File: src/rtl/if_id_buffer_if.sv
// Fetch/Decode bus for the IF/ID pipeline register. The master side (Fetch and
// hazard logic) drives words and control; the slave side (the buffer) drives the Decode packet.
interface if_id_buffer_if;
  logic        stall;
  logic        flush;
  logic [15:0] instruction_in;
  logic [31:0] pc_in;
  logic [15:0] instruction_out;
  logic [15:0] immediate_out;
  logic [31:0] pc_out;
  logic        valid_out;
  logic        imm_pending;

  modport master (
    output stall, flush, instruction_in, pc_in,
    input  instruction_out, immediate_out, pc_out, valid_out, imm_pending
  );

  modport slave (
    input  stall, flush, instruction_in, pc_in,
    output instruction_out, immediate_out, pc_out, valid_out, imm_pending
  );
endinterface

File: src/rtl/if_id_buffer.sv
// IF/ID pipeline register that assembles opcode+immediate pairs into one Decode packet.
// Define IF_ID_PC_CAPTURE_EN to keep the PC registers; otherwise pc_out is tied to zero.
module if_id_buffer #(
  parameter logic [15:0] NOP_WORD     = 16'h0000,
  parameter int unsigned IMM_FLAG_BIT = 15
) (
  input  logic           clk,
  input  logic           reset,
  if_id_buffer_if.slave  bus
);

  typedef enum logic {
    FIRST    = 1'b0,
    WAIT_IMM = 1'b1
  } state_t;

  state_t      state_q, state_d;
  logic [15:0] instr_q, instr_d;
  logic [15:0] imm_q, imm_d;
  logic        valid_q, valid_d;
  logic        pend_q, pend_d;
  logic [15:0] op_latch_q, op_latch_d;
  logic        imm_flag;

  assign imm_flag = bus.instruction_in[IMM_FLAG_BIT];

`ifdef IF_ID_PC_CAPTURE_EN
  logic [31:0] pc_q, pc_d;
  logic [31:0] pc_latch_q, pc_latch_d;
`endif

  // Priority: flush > stall > capture; reset is applied in the register process.
  always_comb begin
    state_d    = state_q;
    instr_d    = instr_q;
    imm_d      = imm_q;
    valid_d    = valid_q;
    pend_d     = pend_q;
    op_latch_d = op_latch_q;
`ifdef IF_ID_PC_CAPTURE_EN
    pc_d       = pc_q;
    pc_latch_d = pc_latch_q;
`endif

    if (bus.flush) begin
      state_d    = FIRST;
      instr_d    = NOP_WORD;
      imm_d      = '0;
      valid_d    = 1'b0;
      pend_d     = 1'b0;
      op_latch_d = '0;
`ifdef IF_ID_PC_CAPTURE_EN
      pc_d       = '0;
      pc_latch_d = '0;
`endif
    end else if (!bus.stall) begin
      unique case (state_q)
        FIRST: begin
          if (imm_flag) begin
            // Opcode of a two-word instruction: park it and present a bubble; pc_out holds.
            op_latch_d = bus.instruction_in;
`ifdef IF_ID_PC_CAPTURE_EN
            pc_latch_d = bus.pc_in;
`endif
            instr_d    = NOP_WORD;
            imm_d      = '0;
            valid_d    = 1'b0;
            pend_d     = 1'b1;
            state_d    = WAIT_IMM;
          end else begin
            instr_d    = bus.instruction_in;
            imm_d      = '0;
            valid_d    = 1'b1;
            pend_d     = 1'b0;
`ifdef IF_ID_PC_CAPTURE_EN
            pc_d       = bus.pc_in;
`endif
          end
        end
        WAIT_IMM: begin
          instr_d    = op_latch_q;
          imm_d      = bus.instruction_in;
          valid_d    = 1'b1;
          pend_d     = 1'b0;
`ifdef IF_ID_PC_CAPTURE_EN
          pc_d       = pc_latch_q;
`endif
          state_d    = FIRST;
        end
        default: state_d = FIRST;
      endcase
    end
  end

  always_ff @(posedge clk) begin
    if (reset) begin
      state_q    <= FIRST;
      instr_q    <= NOP_WORD;
      imm_q      <= '0;
      valid_q    <= 1'b0;
      pend_q     <= 1'b0;
      op_latch_q <= '0;
    end else begin
      state_q    <= state_d;
      instr_q    <= instr_d;
      imm_q      <= imm_d;
      valid_q    <= valid_d;
      pend_q     <= pend_d;
      op_latch_q <= op_latch_d;
    end
  end

`ifdef IF_ID_PC_CAPTURE_EN
  always_ff @(posedge clk) begin
    if (reset) begin
      pc_q       <= '0;
      pc_latch_q <= '0;
    end else begin
      pc_q       <= pc_d;
      pc_latch_q <= pc_latch_d;
    end
  end

  assign bus.pc_out = pc_q;
`else
  logic unused_pc_in;
  assign unused_pc_in = ^bus.pc_in;
  assign bus.pc_out   = '0;
`endif

  assign bus.instruction_out = instr_q;
  assign bus.immediate_out   = imm_q;
  assign bus.valid_out       = valid_q;
  assign bus.imm_pending     = pend_q;

endmodule
File: src/flat_wrapper.sv
// flat-port wrapper written by rule: the top's interface ports become plain ports
module if_id_buffer_flat 
#(
  parameter logic [15:0] NOP_WORD     = 16'h0000,
  parameter int unsigned IMM_FLAG_BIT = 15
)
  (clk, reset, bus_stall, bus_flush, bus_instruction_in, bus_pc_in, bus_instruction_out, bus_immediate_out, bus_pc_out, bus_valid_out, bus_imm_pending);
  if_id_buffer_if bus_i ();
  input  logic clk;
  input  logic reset;
  input wire logic [$bits(bus_i.stall)-1:0] bus_stall;
  input wire logic [$bits(bus_i.flush)-1:0] bus_flush;
  input wire logic [$bits(bus_i.instruction_in)-1:0] bus_instruction_in;
  input wire logic [$bits(bus_i.pc_in)-1:0] bus_pc_in;
  output wire logic [$bits(bus_i.instruction_out)-1:0] bus_instruction_out;
  output wire logic [$bits(bus_i.immediate_out)-1:0] bus_immediate_out;
  output wire logic [$bits(bus_i.pc_out)-1:0] bus_pc_out;
  output wire logic [$bits(bus_i.valid_out)-1:0] bus_valid_out;
  output wire logic [$bits(bus_i.imm_pending)-1:0] bus_imm_pending;
  assign bus_i.stall = bus_stall;
  assign bus_i.flush = bus_flush;
  assign bus_i.instruction_in = bus_instruction_in;
  assign bus_i.pc_in = bus_pc_in;
  assign bus_instruction_out = bus_i.instruction_out;
  assign bus_immediate_out = bus_i.immediate_out;
  assign bus_pc_out = bus_i.pc_out;
  assign bus_valid_out = bus_i.valid_out;
  assign bus_imm_pending = bus_i.imm_pending;
  if_id_buffer #(.NOP_WORD(NOP_WORD), .IMM_FLAG_BIT(IMM_FLAG_BIT)) u_core (.clk(clk), .reset(reset), .bus(bus_i));
endmodule
File: config.mk
export PLATFORM = sky130hd
export DESIGN_NAME = if_id_buffer_flat
export DESIGN_NICKNAME = d
export VERILOG_FILES = /design/src/rtl/if_id_buffer_if.sv /design/src/rtl/if_id_buffer.sv /design/src/flat_wrapper.sv
export SDC_FILE = /design/constraint.sdc
export NUM_CORES = 1
export LEC_CHECK = 0
export CAP_MARGIN = 20
export CORE_UTILIZATION = 41
export DETAILED_ROUTE_END_ITERATION = 8
export HOLD_SLACK_MARGIN = 0.08
export MAX_ROUTING_LAYER = met4
export PLACE_DENSITY = 0.8
export SETUP_SLACK_MARGIN = 0.05
export SYNTH_ARGS = -nofsm -noshare
export SYNTH_HDL_FRONTEND = slang
export SYNTH_SLANG_ARGS = --single-unit
File: constraint.sdc
create_clock -name clk -period 1.5 [get_ports clk]
set_input_delay 0.15 -clock clk [delete_from_list [all_inputs] [get_ports clk]]
set_output_delay 0.15 -clock clk [all_outputs]
set_load 0.01 [all_outputs]
==> results_dict.tcl <==
set metrics [dict create \
    synth_area_leaders "dfxtp_1, buf_4, nor3b_1, a21oi_1, mux2_2" \
    start_util 0.437 \
    setup_viol 0 \
    hold_violations 0 \
    holdWs_ps 164 \
    cts_tree "built" \
    cts_made_buffers 5 \
    fp.coreArea_mm2 0.00568 \
    async_reset_ff_frac 0 \
    clockPowerShare 0.297 \
    synth.largest_area_cell "dfxtp_1" \
    avgSynthCellArea_um2 9.13 \
    yosysWarnings 0 \
    post_cts_resized 2 \
    final_net_count 373 \
    seqPwrFrac 0.554 \
    cts-root-buf "clkbuf_8" \
    finalPower_mw 2.48 \
    wirelength_um 4930 \
    cts.path.max_buffers 2 \
    grt_pass1_vias 1705 \
    synth-edff-count 0 \
    clkTransAtPathRegs_ps 90 \
    crit_required_ps 1350 \
    diodes 0 \
    fillCellCount 521 \
    ir_worst_vdd_v 0.000507 \
    drv_slew 0 \
    dieArea_mm2 0.00637 \
    die_h_um 79.8 \
    critPathSlowestCell "clkdlybuf4s50_1" \
    fp.dieW_um 79.8 \
    first_pass_iters 4 \
    synth_flop_cell "dfxtp_1" \
    fin_crit_ps 1360 \
    cp_max_fo 2 \
    synth.most_common_cell "dfxtp_1" \
    hpwl_um 3330 \
    numPortBuffers 53 \
    hold_buffers 0 \
    cap_violations 0 \
    ys_types 20 \
    drtIter0Drc 48 \
    grtUsageTotal 0.171 \
    antenna_found_initial 0 \
    viasPerCell 4.90 \
    timing.setup.critical_path_class "reg2out" \
    ys_seq_elements 50 \
    place.gp.congestion 0.733 \
    grt_pass1_wl_um 8270 \
    critPathLaunchType "register" \
    final_cell_count_no_fill 393 \
    sw_frac_of_total 0.251 \
    intPower_mw 1.85 \
    critical-path-top-delay-family "buffers and inverters" \
    clkSinkCount 50 \
    finish.instance_area_mm2 0.00310 \
    period_share 0.910 \
    path_buf_inv 1 \
    insertion_delay_ps 290 \
    grt_max_degree 37 \
    hold_class "in2reg" \
    netlist_top_cells_count "dfxtp_1, a21oi_1, buf_4" \
    cp-end-kind "primary output" \
    fmax_mhz 733 \
    areaGrowthSynthToFinish_pct 24.8 \
    drive_gt1_frac 0.128 \
    netlist_instances 272 \
    leakage_nw 1.10 \
    critPathMaxStageDelay_ps 580 \
    switchingPower_mw 0.621 \
    ant_nets 0 \
    postPlaceCellArea_mm2 0.00302 \
    cts_setup_buffers 0 \
    core.rowCount 27 \
    netlist.area_leader.share 0.403 \
    avgRoutedWirePerCell_um 12.5 \
    arrival_ps 1210 \
    rsz0062_at_grt "false" \
    outcome "complete, no violations" \
    drc 0 \
    io-pin-count 118 \
    finClkSkew_ps 5.69 \
    pwr_density_cell_mw_per_mm2 799 \
    syn_area_mm2 0.00248 \
    crit_chain "clkdlybuf4s50_1" \
    dp.cells 386 \
    vias 1927 \
    grt-ovfl-total 0 \
    pwr-share-comb 0.150 \
    ys_seq_area_frac 0.403 \
    htreeDepth 2 \
]
==> cell type report <==
class,count,area (um^2),area share
multi-input combinational,181,1190,0.383
sequential,50,1000,0.323
timing repair buffer,67,679,0.219
tap,72,90.1,0.0291
clock buffer,6,72.6,0.0234
inverter,16,60.1,0.0194
clock inverter,1,7.51,0.00242
==> power by group through the flow <==
stage	clock network [mW]	registers (mW)	logic, mW
global placement	0	1.40	0.366
global route	0.817	1.37	0.410
CTS	0.761	1.37	0.372
finish	0.734	1.37	0.371
detailed placement	0	1.40	0.371
floorplan	0	1.41	0.264
==> path summary, 6_finish.rpt <==
path | cells past startpoint | startpoint | slack (ps) | to
worst max-delay path | 1 | u_core.bus.immediate_out[6] | 140 | bus_immediate_out[6]
worst min-delay path | 2 | bus_stall | 160 | u_core.bus.instruction_out[14]
worst max register to register | 4 | u_core.state_q | 160 | u_core.op_latch_q[9]
worst min register to register | 2 | u_core.op_latch_q[15] | 460 | u_core.op_latch_q[15]
==> layer usage <==
| metal | wire length (um) | global-route usage | part of all wire | vias up |
|---|---|---|---|---|
| li1 | - | - | - | 976 |
| met1 | 2270 | 0.214 | 0.46 | 883 |
| met2 | 2340 | 0.268 | 0.47 | 63 |
| met3 | 277 | 0.0434 | 0.056 | 5 |
| met4 | 52 | 0.0536 | 0.011 | 0 |
| met5 | 0 | - | 0 | - |
==> worst register-to-register path: cells and delay by family, from the launching register on <==
| family | cells | cell delay (ps) |
|---|---|---|
| flip-flops | 1 | 350 |
| multiplexers | 1 | 340 |
| AND/OR/NAND/NOR | 1 | 210 |
| buffers and inverters | 2 | 330 |
==> logic make-up after synthesis <==
family                 synth area share
multiplexers                     0.0680
AND/OR/NAND/NOR                   0.240
buffers and inverters             0.165
AO/OA/AOI/OAI                     0.121
flip-flops                        0.403
other                           0.00151
==> cells in the final DEF, fill, tap and decap left out <==
cell,synthesis,layout
a221oi_1,15,15
nor2b_1,1,1
a21oi_1,34,34
conb_1,1,32
dfxtp_1,50,49
clkinvlp_4,0,1
or2_2,1,1
dfxtp_2,0,1
or3b_1,14,14
clkbuf_8,0,5
clkbuf_1,14,1
or3b_2,2,2
mux2_2,15,15
buf_12,0,4
nand3b_1,17,17
inv_1,16,16
buf_2,7,1
nor3_1,1,1
buf_4,33,10
clkdlybuf4s50_1,0,51
nand2_1,18,18
dlygate4sd2_1,0,1
nor3b_4,1,1
nor3b_1,30,30
==> through the flow <==
stage | setup slack (ps) | TNS [ps] | utilization
detailed placement | -108 | -2060 | 0.532
CTS | 123 | 0 | 0.546
global placement | -89.2 | -1690 | 0.532
finish | 135 | 0 | 0.546
floorplan | 176 | 0 | -
global route | 96.4 | 0 | 0.546
==> state kept, by name (all words and copies together) (netlist names) <==
signal,flops
u_core.op_latch_q,16
u_core.bus.valid_out,1
u_core.state_q,1
u_core.bus.immediate_out,16
u_core.bus.instruction_out,16
Note: power is estimated with default switching activity, not from simulation.
